`config.mk`:
```
export PLATFORM = sky130hd
export DESIGN_NAME = vga_frame_capture
export DESIGN_NICKNAME = d
export VERILOG_FILES = /design/src/rtl/vga_frame_capture.sv
export SDC_FILE = /design/constraint.sdc
export NUM_CORES = 1
export LEC_CHECK = 0
export ABC_AREA = 0
export BUFFER_PORTS_ARGS = -buffer_cell sky130_fd_sc_hd__buf_2
export CAP_MARGIN = 20
export CORE_ASPECT_RATIO = 0.8
export CORE_MARGIN = 10
export CORE_UTILIZATION = 30
export CTS_CLUSTER_SIZE = 40
export DETAILED_ROUTE_END_ITERATION = 7
export GPL_TIMING_DRIVEN = 0
export PLACE_DENSITY = 0.43
export SLEW_MARGIN = 20
export SYNTH_ARGS = -nofsm -noshare
export SYNTH_HDL_FRONTEND = slang
export SYNTH_SLANG_ARGS = --single-unit
```
`constraint.sdc`:
```
create_clock -name iVGA_CLK -period 4.3 [get_ports iVGA_CLK]
set_input_delay 0.215 -clock iVGA_CLK [delete_from_list [all_inputs] [get_ports iVGA_CLK]]
set_output_delay 0.215 -clock iVGA_CLK [all_outputs]
set_load 0.05 [all_outputs]
```
`src/rtl/vga_frame_capture.sv`:
```
// VGA receive-side monitor: captures active pixels into a frame RAM
// and reports a per-frame checksum plus line/overflow timing errors.
module vga_frame_capture #(
  parameter int H_ACTIVE = 640,
  parameter int V_ACTIVE = 480,
  parameter int ADDR_W   = 19,
  localparam int X_W = $clog2(H_ACTIVE + 1),
  localparam int Y_W = $clog2(V_ACTIVE + 1)
) (
  input  logic              iVGA_CLK,
  input  logic              iRST_n,
  input  logic              iHS,
  input  logic              iVS,
  input  logic              iBLANK_n,
  input  logic [7:0]        iB,
  input  logic [7:0]        iG,
  input  logic [7:0]        iR,
  output logic              oWR_EN,
  output logic [ADDR_W-1:0] oWR_ADDR,
  output logic [23:0]       oWR_DATA,
  output logic [X_W-1:0]    oX,
  output logic [Y_W-1:0]    oY,
  output logic              oFRAME_DONE,
  output logic [31:0]       oFRAME_SUM,
  output logic              oFRAME_OK,
  output logic              oLINE_ERR,
  output logic              oOVF_ERR
);

  localparam int CNT_W = ADDR_W + 1;
  localparam logic [CNT_W-1:0] TOTAL =
    CNT_W'(H_ACTIVE * V_ACTIVE);
  localparam logic [X_W-1:0] H_X = X_W'(H_ACTIVE);
  localparam logic [Y_W-1:0] V_Y = Y_W'(V_ACTIVE);
  localparam logic [X_W-1:0] X_MAX = '1;

  typedef enum logic [1:0] {
    SEEK,
    VSYNC,
    ACTIVE
  } state_t;

  state_t state, state_n;

  logic        vs_q, vs_p;
  logic        blank_q, blank_p;
  logic [23:0] pix_q;

  logic [X_W-1:0]   x, x_n;
  logic [Y_W-1:0]   y, y_n;
  logic [CNT_W-1:0] cnt, cnt_n;
  logic [31:0]      sum, sum_n;
  logic             ferr, ferr_n;

  logic cap, ovf, line_bad, frame_end;
  logic vs_fall, vs_rise, blank_fall;
  logic [ADDR_W-1:0] addr_c;

  // Line boundaries come from BLANK_n; HS is not needed for capture.
  logic hs_unused;
  assign hs_unused = iHS;

  always_ff @(posedge iVGA_CLK or negedge iRST_n) begin
    if (!iRST_n) begin
      vs_q    <= 1'b1;
      vs_p    <= 1'b1;
      blank_q <= 1'b0;
      blank_p <= 1'b0;
      pix_q   <= '0;
    end else begin
      vs_q    <= iVS;
      vs_p    <= vs_q;
      blank_q <= iBLANK_n;
      blank_p <= blank_q;
      pix_q   <= {iB, iG, iR};
    end
  end

  assign vs_fall    = vs_p & ~vs_q;
  assign vs_rise    = ~vs_p & vs_q;
  assign blank_fall = blank_p & ~blank_q;
  assign addr_c     = ADDR_W'(y) * ADDR_W'(H_ACTIVE)
                    + ADDR_W'(x);

  always_ff @(posedge iVGA_CLK or negedge iRST_n) begin
    if (!iRST_n) state <= SEEK;
    else         state <= state_n;
  end

  always_comb begin
    state_n   = state;
    cap       = 1'b0;
    ovf       = 1'b0;
    line_bad  = 1'b0;
    frame_end = 1'b0;
    x_n       = x;
    y_n       = y;
    cnt_n     = cnt;
    sum_n     = sum;
    ferr_n    = ferr;
    unique case (state)
      SEEK: begin
        if (vs_fall) state_n = VSYNC;
      end
      VSYNC: begin
        x_n    = '0;
        y_n    = '0;
        cnt_n  = '0;
        sum_n  = '0;
        ferr_n = 1'b0;
        if (vs_rise) state_n = ACTIVE;
      end
      ACTIVE: begin
        if (blank_q) begin
          if (cnt < TOTAL) begin
            cap   = 1'b1;
            sum_n = sum + 32'(pix_q);
            cnt_n = cnt + CNT_W'(1);
            x_n   = (x == X_MAX) ? x : x + X_W'(1);
          end else begin
            ovf    = 1'b1;
            ferr_n = 1'b1;
          end
        end
        // A line cut short by VS still gets its length checked.
        if (blank_fall || (vs_fall && blank_q)) begin
          if (x_n != H_X) begin
            line_bad = 1'b1;
            ferr_n   = 1'b1;
          end
          x_n = '0;
          y_n = (y == V_Y) ? y : y + Y_W'(1);
        end
        if (vs_fall) begin
          frame_end = 1'b1;
          state_n   = VSYNC;
        end
      end
      default: state_n = SEEK;
    endcase
  end

  always_ff @(posedge iVGA_CLK or negedge iRST_n) begin
    if (!iRST_n) begin
      x    <= '0;
      y    <= '0;
      cnt  <= '0;
      sum  <= '0;
      ferr <= 1'b0;
    end else begin
      x    <= x_n;
      y    <= y_n;
      cnt  <= cnt_n;
      sum  <= sum_n;
      ferr <= ferr_n;
    end
  end

  always_ff @(posedge iVGA_CLK or negedge iRST_n) begin
    if (!iRST_n) begin
      oWR_EN      <= 1'b0;
      oWR_ADDR    <= '0;
      oWR_DATA    <= '0;
      oX          <= '0;
      oY          <= '0;
      oFRAME_DONE <= 1'b0;
      oFRAME_SUM  <= '0;
      oFRAME_OK   <= 1'b0;
      oLINE_ERR   <= 1'b0;
      oOVF_ERR    <= 1'b0;
    end else begin
      oWR_EN      <= cap;
      oFRAME_DONE <= frame_end;
      if (cap) begin
        oWR_ADDR <= addr_c;
        oWR_DATA <= pix_q;
        oX       <= x;
        oY       <= y;
      end
      if (frame_end) begin
        oFRAME_SUM <= sum_n;
        oFRAME_OK  <= (y_n == V_Y) && (cnt_n == TOTAL)
                      && !ferr_n;
      end
      if (line_bad) oLINE_ERR <= 1'b1;
      if (ovf)      oOVF_ERR  <= 1'b1;
    end
  end

endmodule

```
==> results.toml <==
[detailed_routing]
route.vias.total = 7650
drc = 0
wirelength_microns = 28300
wl_per_cell_microns = 18.0
drt_iter0_drc = 479
ant_nets = 0
via_per_inst = 4.85
drtPass1Iterations = 5

[yosys]
ys.flop_type = "dfrtp_1"
yosysTopAreaCellShare = 0.484
syn_area_sq_um = 9930
syn_inst = 962
synth_xor_xnor_area_share = 0.0609
synthAdderAreaFrac = 0.0701
syn_avg_cell_area_sq_um = 10.3
async_flop_share = 1.00
synth_seq_area_share = 0.489
synth_top_family_by_area = "compound AO/OA/AOI/OAI gates"
synth_warnings = 0
synthTopCellsByArea = "dfrtp_1 (48%), ha_1 (6.3%), mux2_2 (5.4%)"
ys_ff_latch = 194
synth-simple-area-share = 0.139
synth_nets = 1044
yosysTopAreaCell = "dfrtp_1"
synth-compound-area-share = 0.148
synth_edf_count = 0
synth_cell_types = 72
synthMuxAreaShare = 0.0605

[setup_path]
worst_setup_path_start_kind = "flop"
worst_path_largest_cell_delay_ps = 570
cp_slowest_cell = "o31ai_1"
worst_ep_arrival_time_ps = 3760
crit_path_frequent_cell = "a31oi_1"
critical_path_class = "reg -> reg"
path_buf_inv = 0
crit_path_end_kind = "flop"
cp_max_fo = 4
path_delay_family = "compound AO/OA/AOI/OAI gates"
required_ps = 4660
crit_chain = "ha_1 > fa_1 > a211oi_1 > o21ai_0 > o31ai_1 > o21bai_1 > a31o_2 > a31oi_1 > xnor2_1 > nand2_1 > a31oi_1"

[power_and_ir_drop]
vdd_ir_drop_max_mv = 0.350
power_leakage_nw = 5.71
p_comb_frac = 0.432
p_switching_mw = 3.19
power_density_nw_per_um2 = 592
p_seq_frac = 0.340
pwr-share-clk = 0.228
p_int_mw = 3.92
switching_share = 0.448

[job]
maxCapViolCount = 0

[grt]
grt_usage = 0.139
grt_pass1_wl_microns = 45100
grt_overflow_total = 0
grt_antenna_before_repair = 0
grt_pass1_vias = 7726
grt_max_degree = 74

[timing]
period_share = 0.792
hold_slack_ps = 278
fmax_mhz = 294
setup_viol_count_final = 0
finalSetupTns_ps = 0
hold_violations = 0
rsz0062_at_grt = "no"
skew_ps = 16.2
drv_slew = 0
tightestPinTransition_ps = 991
layout_min_cycle_time_ps = 3410
relSlewSlack = 0.335

[layout]
final_cell_mix = "dfrtp_1 (192), buf_2 (129), nand2_1 (113), nor2_1 (84), o21ai_0 (65)"
n_antenna_cell = 0
areaGrowthSynthToFinish_pct = 20.9
nNetsFinal = 1218
layout_commonest_cell = "dfrtp_1"
post-route-util = 0.369
fillers = 3292
layout-drive-gt1-share = 0.205

[clock_network]
clk_latency_ps = 450
max-clock-path-buffers = 2
cts_resized = 0
cts_root_buffer = "clkbuf_16"
ctsHtreeMaxLevel = 4
numCtsBuffers = 17
cts_tree = "yes"
cts.sinks = 194
clkTransAtPathRegs_ps = 80

[run_status]
status = "finished, final reports clean"

[floorplan]
ioPinCount = 128
fp-row-count = 59
die_h_microns = 183
initial_utilization = 0.305
dieArea_sq_um = 40800
coreArea_sq_um = 32600
die_w_microns = 223

[placed_design]
io_buffer_count = 126
dpl.hpwl_microns = 20700
gp_congestion = 0.823

[min_path]
hold_path.class = "in -> async"
[layer usage]
layer	share of wire	track usage	wire [microns]
met4	0.0095	0.0294	269
met3	0.032	0.0281	908
met2	0.45	0.212	12600
met1	0.51	0.197	14500
met5	0	0	0
[worst register-to-register path, stage by stage (launching register included)]
cell	delay, ps
dfrtp_1	410
ha_1	250
fa_1	450
a211oi_1	250
o21ai_0	170
o31ai_1	570
o21bai_1	230
a31o_2	310
a31oi_1	200
xnor2_1	170
nand2_1	90
a31oi_1	220
[Yosys cell counts (6+ instances only)]
cell type and count:
ha_1 50, nand2_1 113, a22o_1 12, mux2_2 48, dfrtp_1 192, a31oi_1 11, o21ai_0 65, and3_1 12
buf_1 6, nor2_1 84, a22oi_1 8, nor3_1 10, and2_1 12, a21oi_1 49, o2bb2ai_1 8, clkbuf_1 25
xnor2_1 40, mux2i_1 6, o31ai_1 8, a21o_1 12, xor2_1 29, inv_1 26, buf_4 8, nand4_1 12
nand3_1 23
[final timing paths]
| kind | from | to | slack [ps] | cells past startpoint |
|---|---|---|---|---|
| max reg2reg | pix_q[0] | oFRAME_SUM[16] | 890 | 11 |
| min | iRST_n | oWR_ADDR[14] | 280 | 2 |
| min in group iVGA_CLK | vs_q | vs_p | 380 | 0 |
| max in group asynchronous | iRST_n | vs_q | 3230 | 3 |
| max | pix_q[0] | oFRAME_SUM[16] | 890 | 11 |
| min reg2reg | vs_q | vs_p | 380 | 0 |
[repair_timing]
item	4_1_cts	5_1_grt
setup buffers	0	0
hold endpoints to repair	82	0
hold buffers	27	0
[final cells by class]
cell class | count | area (sq um) | area share
clock buffer | 21 | 450 | 0.0375
timing repair buffer | 155 | 966 | 0.0804
clock inverter | 11 | 128 | 0.0106
tap | 427 | 534 | 0.0445
inverter | 26 | 97.6 | 0.00813
sequential | 194 | 4860 | 0.405
multi-input combinational | 696 | 4740 | 0.395
buffer | 46 | 230 | 0.0192
[cells by family after synthesis]
group                      Yosys count
buffers and inverters               72
muxes                               54
DFF                                194
AOI/OAI and AO/OA                  223
xor gates and xnor gates            69
adders and majority gates           54
and+or+nand+nor                    296
[power by group through the flow]
| stage | Clock, mW | Sequential (mW) | Combinational [mW] |
|---|---|---|---|
| after CTS | 1.68 | 2.42 | 3.11 |
| after floorplan | 0 | 3.30 | 1.30 |
| after detailed placement | 0 | 2.45 | 3.08 |
| after global routing | 1.75 | 2.47 | 3.32 |
| after global placement | 0 | 2.45 | 3.07 |
| final | 1.62 | 2.42 | 3.07 |
[sequential cells by signal, indices dropped and copies added, names as in the netlist, 2 cells and up]
signal / count
oFRAME_SUM: 32
sum: 32
oWR_DATA: 24
pix_q: 24
cnt: 20
oWR_ADDR: 19
x: 10
oY: 9
y: 9
oX: 3
state: 2
[through the flow]
step	instances	power [mW]	worst slack [ps]	instance area, sq um
floorplan	962	4.60	1510	9930
global placement	1515	5.52	-557	11100
detailed placement	1517	5.53	953	11200
CTS	1576	7.21	888	12000
global route	1576	7.55	663	12000
finish	1576	7.11	895	12000
Note: power is estimated with default switching activity, not from simulation.
